**config.mk**
```make
export PLATFORM = sky130hd
export DESIGN_NAME = alu_ror_arbiter
export DESIGN_NICKNAME = d
export VERILOG_FILES = /design/src/rtl/alu_ror_pkg.sv /design/src/rtl/ror7_core.sv /design/src/rtl/alu_ror_arbiter.sv
export SDC_FILE = /design/constraint.sdc
export NUM_CORES = 1
export LEC_CHECK = 0
export ABC_AREA = 1
export CAP_MARGIN = 10
export CELL_PAD_IN_SITES_DETAIL_PLACEMENT = 2
export CELL_PAD_IN_SITES_GLOBAL_PLACEMENT = 2
export CORE_MARGIN = 8
export CORE_UTILIZATION = 24
export DETAILED_ROUTE_END_ITERATION = 12
export GPL_TIMING_DRIVEN = 0
export PLACE_DENSITY_LB_ADDON = 0.1
export SLEW_MARGIN = 20
export SYNTH_ARGS = -nofsm -noshare
export SYNTH_HDL_FRONTEND = slang
export SYNTH_SLANG_ARGS = --single-unit
```
**constraint.sdc**
```tcl
create_clock -name clk -period 2.7 [get_ports clk]
set_input_delay 0.54 -clock clk [delete_from_list [all_inputs] [get_ports clk]]
set_output_delay 0.54 -clock clk [all_outputs]
set_load 0.02 [all_outputs]
```
**src/rtl/alu_ror_pkg.sv**
```systemverilog
// Shared widths, FSM state type and amount reduction for the rotate-right arbiter.
package alu_ror_pkg;

  localparam int unsigned DATA_W = 7;
  localparam int unsigned AMT_W  = 4;
  localparam int unsigned EFF_W  = 3;

  typedef enum logic {IDLE, BUSY} state_e;

  // 0..15 -> 0..6; two conditional subtractions cover the whole 4-bit range
  function automatic logic [EFF_W-1:0] mod7(input logic [AMT_W-1:0] amt);
    logic [AMT_W-1:0] r;
    if (amt >= AMT_W'(14))     r = amt - AMT_W'(14);
    else if (amt >= AMT_W'(7)) r = amt - AMT_W'(7);
    else                       r = amt;
    return r[EFF_W-1:0];
  endfunction

endpackage

```
**src/rtl/ror7_core.sv**
```systemverilog
// Combinational 7-bit rotate-right; amounts 0..6 rotate, 7 passes the operand through.
module ror7_core
  import alu_ror_pkg::*;
(
  input  logic [DATA_W-1:0] data_i,
  input  logic [EFF_W-1:0]  amt_i,
  output logic [DATA_W-1:0] data_o
);

  // Shifting the doubled operand wraps the low bits into the top; amount 7 lands on the copy
  always_comb begin
    data_o = DATA_W'({data_i, data_i} >> amt_i);
  end

endmodule

```
**src/rtl/alu_ror_arbiter.sv**
```systemverilog
// Round-robin arbiter sharing one ror7_core between two requesters, with a registered result.
// Optional per-requester result counters are enabled by defining ROR_ARB_CNT_EN.
module alu_ror_arbiter
  import alu_ror_pkg::*;
(
  input  logic              clk,
  input  logic              rst_n,
  input  logic              req0_valid,
  output logic              req0_ready,
  input  logic [DATA_W-1:0] req0_data,
  input  logic [AMT_W-1:0]  req0_amt,
  input  logic              req1_valid,
  output logic              req1_ready,
  input  logic [DATA_W-1:0] req1_data,
  input  logic [AMT_W-1:0]  req1_amt,
  output logic              res_valid,
  input  logic              res_ready,
  output logic [DATA_W-1:0] res_data,
  output logic              res_id
`ifdef ROR_ARB_CNT_EN
  ,
  output logic [7:0]        cnt0,
  output logic [7:0]        cnt1
`endif
);

  state_e            state_q, state_d;
  logic              last_q, last_d;
  logic [DATA_W-1:0] res_data_q, res_data_d;
  logic              res_id_q, res_id_d;

  logic              gnt0, gnt1, can_accept, accept;
  logic [DATA_W-1:0] sel_data, rot_data;
  logic [EFF_W-1:0]  eff;

  always_comb begin
    gnt0       = req0_valid && (!req1_valid || last_q);
    gnt1       = req1_valid && (!req0_valid || !last_q);
    // With only two states this is IDLE || (BUSY && res_ready)
    can_accept = (state_q == IDLE) || res_ready;
    accept     = (gnt0 || gnt1) && can_accept;
    req0_ready = gnt0 && can_accept;
    req1_ready = gnt1 && can_accept;
    sel_data   = gnt1 ? req1_data : req0_data;
    eff        = mod7(gnt1 ? req1_amt : req0_amt);
  end

  ror7_core u_ror7_core (
    .data_i (sel_data),
    .amt_i  (eff),
    .data_o (rot_data)
  );

  always_comb begin
    state_d    = state_q;
    last_d     = last_q;
    res_data_d = res_data_q;
    res_id_d   = res_id_q;
    case (state_q)
      IDLE: if (accept) state_d = BUSY;
      BUSY: if (res_ready && !accept) state_d = IDLE;
    endcase
    if (accept) begin
      res_data_d = rot_data;
      res_id_d   = gnt1;
      last_d     = gnt1;
    end
  end

  always_ff @(posedge clk or negedge rst_n) begin
    if (!rst_n) begin
      state_q    <= IDLE;
      last_q     <= 1'b1;
      res_data_q <= '0;
      res_id_q   <= 1'b0;
    end else begin
      state_q    <= state_d;
      last_q     <= last_d;
      res_data_q <= res_data_d;
      res_id_q   <= res_id_d;
    end
  end

  assign res_valid = (state_q == BUSY);
  assign res_data  = res_data_q;
  assign res_id    = res_id_q;

`ifdef ROR_ARB_CNT_EN
  logic [7:0] cnt0_q, cnt1_q;

  always_ff @(posedge clk or negedge rst_n) begin
    if (!rst_n) begin
      cnt0_q <= '0;
      cnt1_q <= '0;
    end else if (res_valid && res_ready) begin
      if (res_id_q) cnt1_q <= cnt1_q + 8'd1;
      else          cnt0_q <= cnt0_q + 8'd1;
    end
  end

  assign cnt0 = cnt0_q;
  assign cnt1 = cnt1_q;
`endif

endmodule

```
==> results of run 1 <==
-- area by class of cell --
cell class,instances,area [µm²]
buffer,2,27.5
sequential,10,251
clock buffer,4,45.0
fill,499,2800
inverter,12,47.5
timing repair buffer,36,355
tap,52,65.1
multi-input combinational,118,737
-- stage by stage --
step	TNS, ps	utilization, %	hold WS [ps]	cell area [µm²]	cells
finish	0	35.4	475	1530	234
global route	0	35.4	512	1530	234
CTS	0	35.4	484	1530	234
detailed placement	-2510	34.4	473	1490	230
global placement	-2050	34.4	457	1490	230
floorplan	0	-	244	1060	142
-- synthesized netlist by cell type (2+ instances only) --
cell / number
nand3_1: 51
nand2_1: 25
nand2_2: 11
inv_1: 10
dfrtp_1: 9
nand2_4: 9
mux2i_1: 7
o21ai_0: 3
ha_1: 2
nand3_2: 2
nand3_4: 2
nor2_1: 2
-- cells by family (layout without fill, tap and decap cells) --
group / Yosys count / in the layout
and+or+nand+nor: 104 / 104
muxes: 7 / 7
buffers and inverters: 14 / 54
AOI/OAI and AO/OA: 5 / 5
DFF: 10 / 10
adders and majority gates: 2 / 2
-- worst max path at each step --
stage	from	endpoint	cells after the start	slack, ps
floorplan	req1_valid	res_data[0]	17	460
global placement	req0_valid	res_data[0]	18	-320
detailed placement	req0_valid	res_data[1]	18	-380
CTS	req0_valid	res_data[1]	17	120
global route	last_q	res_data[1]	17	30
finish	res_ready	req0_ready	4	230
-- worst max-delay path: stages --
cell,delay [ps]
clkdlybuf4s50_1,530
o21ai_0,110
a21oi_1,130
clkdlybuf4s50_1,630
-- flip-flops by register name, summed over array words and instances (netlist names) --
register	count
last_q	1
res_valid	1
res_data	7
res_id	1
-- what timing repair did --
| action | 4_1_cts | 5_1_grt |
|---|---|---|
| pin swaps | 0 | 1 |
| resized for setup | 1 | 3 |
| setup endpoints to repair | 8 | 6 |
-- metal layers --
metal | part of all wire (%) | global-route usage (%) | routed length, µm | vias up
li1 | - | - | - | 563
met1 | 44 | 13.4 | 1510 | 536
met2 | 48 | 19.2 | 1670 | 32
met3 | 6.4 | 1.84 | 222 | 8
met4 | 1.6 | 4.14 | 57 | 0
met5 | 0 | 0 | 0 | -
-- power breakdown --
group	switching [mW]	internal, mW	total, mW
combinational	0.323	0.232	0.555
sequential	0.0273	0.199	0.226
clock	0.0592	0.103	0.163
==> impl_metrics.ini, run 1 <==
[status]
status = complete, no violations

[synth]
syn_area_mm2 = 0.00106
synth_compound_area_share_pct = 3.06
synthArstFlopShare_pct = 100
ys_seq_elements = 10
synth_mux_area_share_pct = 6.59
synth_cells = 142
yosys.area_share.simple_pct = 57.3
synth_top_flop_cell = dfrtp_1
yosys-top-cells-area = nand3_1, dfrtp_1, nand2_4
synth-xor-area-share_pct = 0
syn_area_per_cell_um2 = 7.49
yosysTopAreaCellShare_pct = 24.0
synth_edf_count = 0
synth_adder_area_share_pct = 2.35
synth_top_family_by_area = simple AND/OR/NAND/NOR gates
yosys_warnings = 0
ys_types = 21
synth_top_area_cell = nand3_1
ys_seq_area_share_pct = 23.6
syn_nets = 171

[clock_tree]
numCtsBuffers = 3
htreeDepth = 1
cts_tree = yes
path_clk_slew_ps = 40
ctsHoldBuffers = 0
clockRootBuffer = clkbuf_8
cts_setup_buffers = 0
clock_latency_ps = 240
cts_sinks = 10
clock_tree.buffer_depth = 2

[global_routing]
grt_antenna_before_repair = 0
grt_pass1_wl_um = 6020
grt.overflow.total = 0
grt_use_total_pct = 11.1
grt_max_degree = 11
grt_pass1_vias = 1265

[worst_setup_path]
rr_worst_depth = 17
r2r_setup_slack_ps = 260
cp.required_ps = 2160
cp_max_fo = 4
crit_path_start_kind = input port
setup.worst_path.end_class = output pin
criticalPathCategory = input port to output pin
rr_endpoint = res_data[1]
reg2reg_from = last_q
worst_ep_arrival_time_ps = 1930

[sta]
worst_slack_ps = 228
tightest_slew_ps = 452
finalHoldViolations = 0
fin_crit_ps = 2470
drv_slew = 0
rsz0062_at_grt = false
post-route-period-util_pct = 91.6
final.setup_skew_ps = 5.09
fmax_ghz = 0.405
maxSlewHeadroom_pct = 69.9
setup_violations = 0

[placement]
port_buffers = 36
pre_cts_slack_ps = -382
place.gp.congestion = 0.846
hpwlAfterDp_um = 3030

[pwr]
p_per_area_mw_per_mm2 = 617
p_leak_nw = 0.724
power.total_mw = 0.944
vdd_ir_drop_max_mv = 0.145

[detailed_routing]
vias_per_cell = 4.87
drc = 0
vias = 1139
post_drt_wl_per_cell_um = 14.8
ant_nets = 0
initialDrtViolationCount = 28
first_pass_iters = 4
wl_um = 3460

[cells_and_area]
layout_commonest_cell = nand3_1
final_nets = 212
area_growth_pct = 43.8
layout-drive-gt1-share_pct = 19.8
diodes = 0
layout_common_cells = nand3_1, clkdlybuf4s50_1, nand2_1

[floorplan]
die_x_um = 82.6
die_area_mm2 = 0.00682
rows = 24
pin_count = 38
fp.coreArea_mm2 = 0.00432
start_util_pct = 24.6
die_h_um = 82.6

[hold_path]
min_delay_worst_endpoint = res_id
holdPathStages = 2
min_path_type = register to register
hold_start = res_id

[flow_run]
maxCapViolCount = 0
Note: power is estimated with default switching activity, not from simulation.
==> run 2, diff against run 1 <==
--- a/config.mk
+++ b/config.mk
@@ -6,7 +6,6 @@
 export NUM_CORES = 1
 export LEC_CHECK = 0
 export ABC_AREA = 1
-export CAP_MARGIN = 10
 export CELL_PAD_IN_SITES_DETAIL_PLACEMENT = 2
 export CELL_PAD_IN_SITES_GLOBAL_PLACEMENT = 2
 export CORE_MARGIN = 8
==> results of run 2 <==
Same layout as run 1: the final DEF is identical, and so are final timing and power.
